### src/rtl/controle_execucao_pkg.sv
// Shared state codes and defaults for the run/pause/step sequencer.
// Optional debounce is enabled by defining CTRL_DEBOUNCE_EN.
package controle_execucao_pkg;

  localparam int ST_W = 3;
  localparam int DEBOUNCE_DEF = 16;

  typedef enum logic [ST_W-1:0] {
    ST_IDLE   = 3'd0,
    ST_RUN    = 3'd1,
    ST_PAUSE  = 3'd2,
    ST_STEP   = 3'd3,
    ST_HALTED = 3'd4
  } state_t;

endpackage

### src/rtl/controle_execucao_botao.sv
// Button conditioner: 2-FF sync, optional debounce, rising-edge pulse.
// Debounce filter is built only when CTRL_DEBOUNCE_EN is defined.
module condiciona_botao
  import controle_execucao_pkg::*;
#(
  parameter int DEBOUNCE_CYCLES = DEBOUNCE_DEF
) (
  input  logic clk,
  input  logic reset,
  input  logic btn_i,
  output logic pulse_o
);

  logic sync1_q;
  logic sync2_q;
  logic prev_q;
  logic level;

  // Two-flop synchronizer for the raw button.
  always_ff @(posedge clk or posedge reset) begin
    if (reset) begin
      sync1_q <= 1'b0;
      sync2_q <= 1'b0;
    end else begin
      sync1_q <= btn_i;
      sync2_q <= sync1_q;
    end
  end

`ifdef CTRL_DEBOUNCE_EN
  localparam int CW = $clog2(DEBOUNCE_CYCLES + 1);
  localparam logic [CW-1:0] CNT_LAST = CW'(DEBOUNCE_CYCLES - 1);

  logic [CW-1:0] cnt_q;
  logic          filt_q;

  // Filtered level flips after enough consecutive differing samples.
  always_ff @(posedge clk or posedge reset) begin
    if (reset) begin
      cnt_q  <= '0;
      filt_q <= 1'b0;
    end else if (sync2_q != filt_q) begin
      if (cnt_q == CNT_LAST) begin
        cnt_q  <= '0;
        filt_q <= sync2_q;
      end else begin
        cnt_q <= cnt_q + 1'b1;
      end
    end else begin
      cnt_q <= '0;
    end
  end

  assign level = filt_q;
`else
  assign level = sync2_q;
`endif

  // Previous level for one-cycle rising-edge detection.
  always_ff @(posedge clk or posedge reset) begin
    if (reset) prev_q <= 1'b0;
    else       prev_q <= level;
  end

  assign pulse_o = level & ~prev_q;

endmodule

### src/rtl/controle_execucao.sv
// Run/pause/single-step sequencer with cycle counter and watchdog.
// Define CTRL_DEBOUNCE_EN to add debounce filtering on the buttons.
module controle_execucao
  import controle_execucao_pkg::*;
#(
  parameter int CYCLE_W         = 32,
  parameter int MAX_CYCLES      = 0,
  parameter int DEBOUNCE_CYCLES = DEBOUNCE_DEF
) (
  input  logic               clk,
  input  logic               reset,
  input  logic               start_btn,
  input  logic               pause_btn,
  input  logic               step_btn,
  input  logic               halt_in,
  output logic               cpu_en,
  output logic               cpu_rst,
  output logic [ST_W-1:0]    state,
  output logic [CYCLE_W-1:0] cycle_count,
  output logic               timeout
);

  localparam logic WD_EN = (MAX_CYCLES > 0);
  localparam logic [CYCLE_W-1:0] WD_LAST = CYCLE_W'(MAX_CYCLES - 1);

  state_t             state_q;
  state_t             state_d;
  logic               cpu_rst_q;
  logic [CYCLE_W-1:0] cycle_q;
  logic               timeout_q;
  logic               start_p;
  logic               pause_p;
  logic               step_p;
  logic               wd_hit;

  condiciona_botao #(.DEBOUNCE_CYCLES(DEBOUNCE_CYCLES)) u_start (
    .clk(clk), .reset(reset), .btn_i(start_btn), .pulse_o(start_p)
  );
  condiciona_botao #(.DEBOUNCE_CYCLES(DEBOUNCE_CYCLES)) u_pause (
    .clk(clk), .reset(reset), .btn_i(pause_btn), .pulse_o(pause_p)
  );
  condiciona_botao #(.DEBOUNCE_CYCLES(DEBOUNCE_CYCLES)) u_step (
    .clk(clk), .reset(reset), .btn_i(step_btn), .pulse_o(step_p)
  );

  assign cpu_en = ((state_q == ST_RUN) || (state_q == ST_STEP))
                  && !halt_in;
  assign wd_hit = WD_EN && cpu_en && (cycle_q == WD_LAST);

  // Next state; halt beats watchdog beats pause beats step beats start.
  always_comb begin
    state_d = state_q;
    unique case (state_q)
      ST_IDLE:   if (start_p) state_d = ST_RUN;
      ST_RUN: begin
        if (halt_in)      state_d = ST_HALTED;
        else if (wd_hit)  state_d = ST_HALTED;
        else if (pause_p) state_d = ST_PAUSE;
      end
      ST_PAUSE: begin
        if (step_p)       state_d = ST_STEP;
        else if (start_p) state_d = ST_RUN;
      end
      ST_STEP: begin
        if (halt_in || wd_hit) state_d = ST_HALTED;
        else                   state_d = ST_PAUSE;
      end
      ST_HALTED: if (start_p) state_d = ST_IDLE;
      default:   state_d = ST_IDLE;
    endcase
  end

  // State, registered CPU reset, saturating counter and sticky timeout.
  always_ff @(posedge clk or posedge reset) begin
    if (reset) begin
      state_q   <= ST_IDLE;
      cpu_rst_q <= 1'b1;
      cycle_q   <= '0;
      timeout_q <= 1'b0;
    end else begin
      state_q   <= state_d;
      cpu_rst_q <= (state_d == ST_IDLE);
      if (state_d == ST_IDLE) begin
        cycle_q   <= '0;
        timeout_q <= 1'b0;
      end else begin
        if (cpu_en && (cycle_q != '1)) cycle_q <= cycle_q + 1'b1;
        if (wd_hit) timeout_q <= 1'b1;
      end
    end
  end

  assign state       = state_q;
  assign cpu_rst     = cpu_rst_q;
  assign cycle_count = cycle_q;
  assign timeout     = timeout_q;

endmodule
### config.mk
export PLATFORM = sky130hd
export DESIGN_NAME = controle_execucao
export DESIGN_NICKNAME = d
export VERILOG_FILES = /design/src/rtl/controle_execucao_pkg.sv /design/src/rtl/controle_execucao_botao.sv /design/src/rtl/controle_execucao.sv
export SDC_FILE = /design/constraint.sdc
export NUM_CORES = 1
export LEC_CHECK = 0
export ABC_AREA = 1
export CORE_MARGIN = 2
export CORE_UTILIZATION = 26
export CTS_CLUSTER_SIZE = 16
export DETAILED_ROUTE_END_ITERATION = 10
export HOLD_SLACK_MARGIN = 0.05
export PLACE_DENSITY = 0.5
export SYNTH_ARGS = -nofsm -noshare
export SYNTH_HDL_FRONTEND = slang
export SYNTH_HIERARCHICAL = 1
export SYNTH_SLANG_ARGS = --single-unit
### constraint.sdc
create_clock -name clk -period 1.7 [get_ports clk]
set_input_delay 0.17 -clock clk [delete_from_list [all_inputs] [get_ports clk]]
set_output_delay 0.17 -clock clk [all_outputs]
set_load 0.01 [all_outputs]
== Word level (Yosys, flattened, before mapping) ==
Index checks and enable logic that the tools add are counted.

* Register bits: 45
* Latch bits: 0
* Memory bits (writable): 0
* Bits in read-only memories: 0
* Logic and storage cells: 40
* Memories kept: 0

* Add/sub/neg operators: 1
* Multipliers: 0
* Divide/modulo/power cells: 0
* Magnitude comparators: 0
* Eq/ne operators: 5
* Shift operators: 0
* Muxes and demuxes: 9
* Bitwise operators: 6
* Reduce and logical (&&, ||, !) cells: 7

{| class="wikitable"
|+ Operator list
! kind !! number
|-
| 2-to-1 mux 32 bit || 2
|-
| adder 32 x 1 -> 32 bit, second input constant || 1
|-
| != test 32 bit, second input constant || 1
|-
| 2-to-1 mux 3 bit || 6
|-
| one-hot mux 3 bit (5 select lines) || 1
|-
| equality test 3 x 2 -> 1 bit, second input constant || 2
|-
| zero test 3 bit || 2
|-
| AND 1 bit || 3
|-
| equality test 3 x 1 -> 1 bit, second input constant || 1
|-
| equality test 3 bit, second input constant || 1
|-
| NOT 1 bit || 3
|-
| logical AND 1 bit || 2
|-
| nonzero test 2 bit || 1
|-
| zero test 1 bit || 1
|-
| logical OR 1 bit || 1
|}

== Logic depth before layout (Yosys ltp) ==
Gate-level depths: netlist (run 1).

* Depth after elaboration: 7
* Mapped depth: 14
* Gate-level depth less buffers: 13

== Cells and area by module ==
Netlist (run 1), hierarchy kept.

{| class="wikitable"
|+ By module, submodules not included
! module !! times used !! cells each !! area each (µm²) !! sequential area each (µm²)
|-
| controle_execucao || 1 || 381 || 2429.8 || 902.1
|-
| condiciona_botao || 3 || 6 || 88.8 || 75.1
|}

== Worst setup path after synthesis (run 1) ==
OpenSTA, ideal clock, no wires.

* Kind: register -> register
* Start point: register cycle_q[0], in the netlist cycle_count[0]
* End point: register cycle_q[25], in the netlist cycle_count[25]
* Library setup time: 117 ps
* Arrival time: 1629 ps
* Required time: 1583 ps
* Slack: -47 ps
* Stages on the path, launching flop included: 12
* Buffers on the path: 1
* Period minus slack after synthesis: 1747 ps
* Path through: dfrtp_1 -> ha_1 -> inv_2 -> nor2_4 -> nand2_2 -> nor2_4 -> nand2_2 -> nand2_4 -> inv_2 -> buf_2 -> nand3_1 -> nand2_1

* Cells in the longest elaborated chain, start to end: 3
* Elaborated cells on any way between the ends: 6
* Classes of those cells: add/sub: 1; eq/ne: 1; mux: 2; reduce/logical: 2

{| class="wikitable"
|+ RTL lines
! item !! RTL line !! text
|-
| start: declaration || controle_execucao.sv:29 || <nowiki>logic [CYCLE_W-1:0] cycle_q;</nowiki>
|-
| start signal: assignment || controle_execucao.sv:87 || <nowiki>if (cpu_en && (cycle_q != '1)) cycle_q <= cycle_q + 1'b1;</nowiki>
|-
| adder 32 x 1 -> 32 bit or != test 32 bit (tied branches) || controle_execucao.sv:87 ||
|-
| 2-to-1 mux 32 bit or logical AND 1 bit (tied branches) || controle_execucao.sv:87 ||
|-
| 2-to-1 mux 32 bit or nonzero test 2 bit (tied branches) || n/a ||
|}

Several ways; a longest one is shown, not always the timed one. The select of a mux whose other input is x is not followed.
A chain may end at the register's enable or synchronous reset.

== Worst setup path after layout (run 1) ==
* Start point: register state_q[2], in the netlist state[2]
* End point: output port cpu_en

* Cells in the longest elaborated chain, start to end: 3
* Elaborated cells on any way between the ends: 4
* Classes of those cells: eq/ne: 2; reduce/logical: 2

{| class="wikitable"
|+ RTL lines
! item !! RTL line !! text
|-
| start: declaration || controle_execucao.sv:26 || <nowiki>state_t state_q;</nowiki>
|-
| start signal: assignment || controle_execucao.sv:81 || <nowiki>state_q <= state_d;</nowiki>
|-
| equality test 3 x 1 -> 1 bit or equality test 3 x 2 -> 1 bit (tied branches) || controle_execucao.sv:46 || <nowiki>assign cpu_en = ((state_q == ST_RUN) || (state_q == ST_STEP))</nowiki>
|-
| logical OR 1 bit (*) || controle_execucao.sv:46 ||
|-
| logical AND 1 bit (*) || controle_execucao.sv:47 || <nowiki>&& !halt_in;</nowiki>
|-
| end: declaration || controle_execucao.sv:16 || <nowiki>output logic cpu_en,</nowiki>
|}

Every way passes the cells marked *; elsewhere a longest branch is shown, timed or not.

==> results_dict.tcl, run 1 <==
set metrics [dict create \
    cts-root-buf "clkbuf_8" \
    grt_pass1_vias 2795 \
    timing.final.ws_setup_ps 111 \
    peakVddDrop_mv 0.502 \
    status "finished clean" \
    leakage_nw 1.87 \
    ys_seq_area_share_pct 41.8 \
    start_util_pct 26.5 \
    clockBufferDepth 2 \
    final_hold_viol_count 0 \
    h-tree-depth 2 \
    hold_class "in -> async" \
    cp_data_required_time_ps 1530 \
    setup_viol 0 \
    cts.sink_count 45 \
    clk-insertion-delay-late_ps 310 \
    layout.nets 501 \
    wl_um 8510 \
    antenna_left 0 \
    die-height_um 106 \
    critPathMaxFanout 6 \
    min_period_ps 1590 \
    grt_overflow_total 0 \
    place_ws_ps -34.2 \
    synth_edf_count 0 \
    synth.distinct_cells 26 \
    tritoncts "yes" \
    grt_max_degree 37 \
    drt_pass1_iterations 4 \
    grt_first_pass_wirelength_um 13800 \
    synth-async-reset-ratio_pct 100 \
    cp.arrival_ps 1420 \
    area_growth_syn_to_layout_pct 43.3 \
    syn_nets 406 \
    max-cap-violations 0 \
    die_area_um2 11200 \
    grt_use_total_pct 15.8 \
    rrSetupSlack_ps 130 \
    fmax_mhz 629 \
    cts_hold_buf 0 \
    chipWidth_um 106 \
    fin_setup_tns_ps 0 \
    io_pins 44 \
    crit_slowest_cell "dfrtp_1" \
    r2r_start "cycle_count[11]" \
    place_congestion 0.858 \
    cp-start-kind "flop" \
    drtIter0Drc 144 \
    crit_path_end_kind "output pin" \
    critPathKind "reg -> out" \
    reg2reg_depth 10 \
    fin_crit_sh_pct 93.5 \
    dp.cells 620 \
    synth_top_area_share_pct 40.8 \
    synth_flop_cell "dfrtp_1" \
    synth_area_um2 2700 \
    r2r_end "cycle_count[23]" \
    endpoint "cpu_en" \
    skew_ps 8.33 \
    portBuffers 42 \
    drc 0 \
    wl_per_cell_um 13.5 \
    rows 37 \
    antenna_found_initial 0 \
    post-route-util_pct 37.9 \
    cts_made_buffers 5 \
    crit_start "state[2]" \
    drive_gt1_share_pct 18.2 \
    slew_violations 0 \
    max_stage_delay_ps 470 \
    yosysWarnings 6 \
    vias_per_cell 4.46 \
    design.core.area_um2 10200 \
    power_density_nw_per_um2 839 \
    synth_area_leader_cell "dfrtp_1" \
    hpwl_um 6360 \
    n_antenna_cell 0 \
    syn_avg_cell_area_um2 6.76 \
    clkTransAtPathRegs_ps 100 \
    crit_chain "nor2_4 -> nand2_1 -> inv_1 -> dlygate4sd2_1" \
    syn_inst 399 \
    fin_cells 631 \
    synth_seq_cells 45 \
    rsz0062_at_grt "false" \
    synth.area.top_cells "dfrtp_1 (41%), nand2_1 (23%), nor2_1 (8.6%), nand3_1 (6.1%), inv_1 (5.2%)" \
    via_count 2814 \
]
cell usage after synthesis (4+ instances only):
| library cell | n |
|---|---|
| nor2_1 | 62 |
| or2_2 | 4 |
| nand3_1 | 33 |
| inv_1 | 37 |
| dfrtp_1 | 44 |
| xor2_1 | 5 |
| buf_2 | 4 |
| nand4_1 | 16 |
| nor2_2 | 4 |
| nand2_1 | 162 |
repair_timing:
action,in CTS,in global routing
resized for setup,2,19
gates cloned,0,2
setup endpoints to repair,1,32
buffers inserted,0,1
pin swaps,0,5
flip-flops by register name, indices dropped and copies added (netlist names):
register	flops
cpu_rst	1
cycle_count	32
state	3
u_pause/level	1
u_pause/prev_q	1
u_pause/sync1_q	1
u_start/level	1
u_start/prev_q	1
u_start/sync1_q	1
u_step/level	1
u_step/prev_q	1
u_step/sync1_q	1
logic make-up after synthesis:
family / share of synthesized area, %
other cells: 0.139
flops: 41.8
fa+ha+maj: 0.464
simple gates: 45.5
xor+xnor: 2.27
compound gates: 2.23
buf+inv: 7.61
per-stage QoR:
stage	hold slack (ps)	cell area, µm²	total power [mW]
final	102	3860	3.24
after global routing	134	3860	3.42
after CTS	104	3770	3.06
after detailed placement	335	3650	2.17
after global placement	334	3650	2.16
after floorplan	-76.4	2700	1.76
worst min-delay path by stage:
stage / start / end / slack [ps]
6_report: reset / u_step/level / 100
5_1_grt: reset / u_step/prev_q / 130
4_1_cts: reset / u_step/sync1_q / 100
3_5_place_dp: u_step/sync1_q / u_step/level / 330
3_3_place_gp: u_start/sync1_q / u_start/level / 330
2_1_floorplan: reset / u_pause/level / -80
layout by cell type (no fill, tap or decap), types with 3 or more instances in the layout:
| cell | n |
|---|---|
| nand4_1 | 16 |
| nand2_4 | 3 |
| o21bai_1 | 3 |
| dfrtp_1 | 43 |
| inv_2 | 3 |
| nor2_1 | 56 |
| clkdlybuf4s50_1 | 41 |
| or2_2 | 4 |
| xor2_1 | 5 |
| buf_4 | 46 |
| inv_1 | 36 |
| buf_12 | 3 |
| nor2_4 | 3 |
| inv_6 | 4 |
| nand3_1 | 32 |
| a21o_1 | 3 |
| clkbuf_8 | 5 |
| nor2_2 | 9 |
| nand2_1 | 161 |
cell type report:
class	count	area [µm²]
Fill cell	1095	6320
Multi-Input combinational cell	307	1420
Sequential cell	45	1130
Timing Repair Buffer	93	847
Tap cell	136	170
Inverter	40	163
Clock buffer	5	68.8
Clock inverter	3	47.5
Timing Repair inverter	2	17.5
routing by layer:
layer / track usage [%] / wire length, µm / vias up
li1: - / - / 1425
met4: 4.14 / 68 / 0
met3: 1.98 / 399 / 4
met1: 21.3 / 4010 / 1323
met5: 0 / 0 / -
met2: 26.6 / 4030 / 62
critical path: cells and delay by family, from the launching register on:
| family | cells | cell delay, ps |
|---|---|---|
| AND/OR/NAND/NOR | 2 | 220 |
| buffers and inverters | 2 | 420 |
| flip-flops | 1 | 470 |
power breakdown:
part	internal, mW	switching, mW
Combinational	0.389	0.779
Clock	0.450	0.435
Sequential	1.14	0.0560
Total	1.98	1.27
Note: power is estimated with default switching activity, not from simulation.
==> run 2, diff against run 1 <==
Settings changed: SLEW_MARGIN from default to 0.
==> results of run 2 <==
The final DEF is identical to that of run 1; final timing and power are the same.
==> run 3, diff against run 2 <==
Settings changed: CTS_BUF_LIST from default to sky130_fd_sc_hd__clkbuf_8.
==> results of run 3 <==
The final DEF is identical to that of run 1; final timing and power are the same.
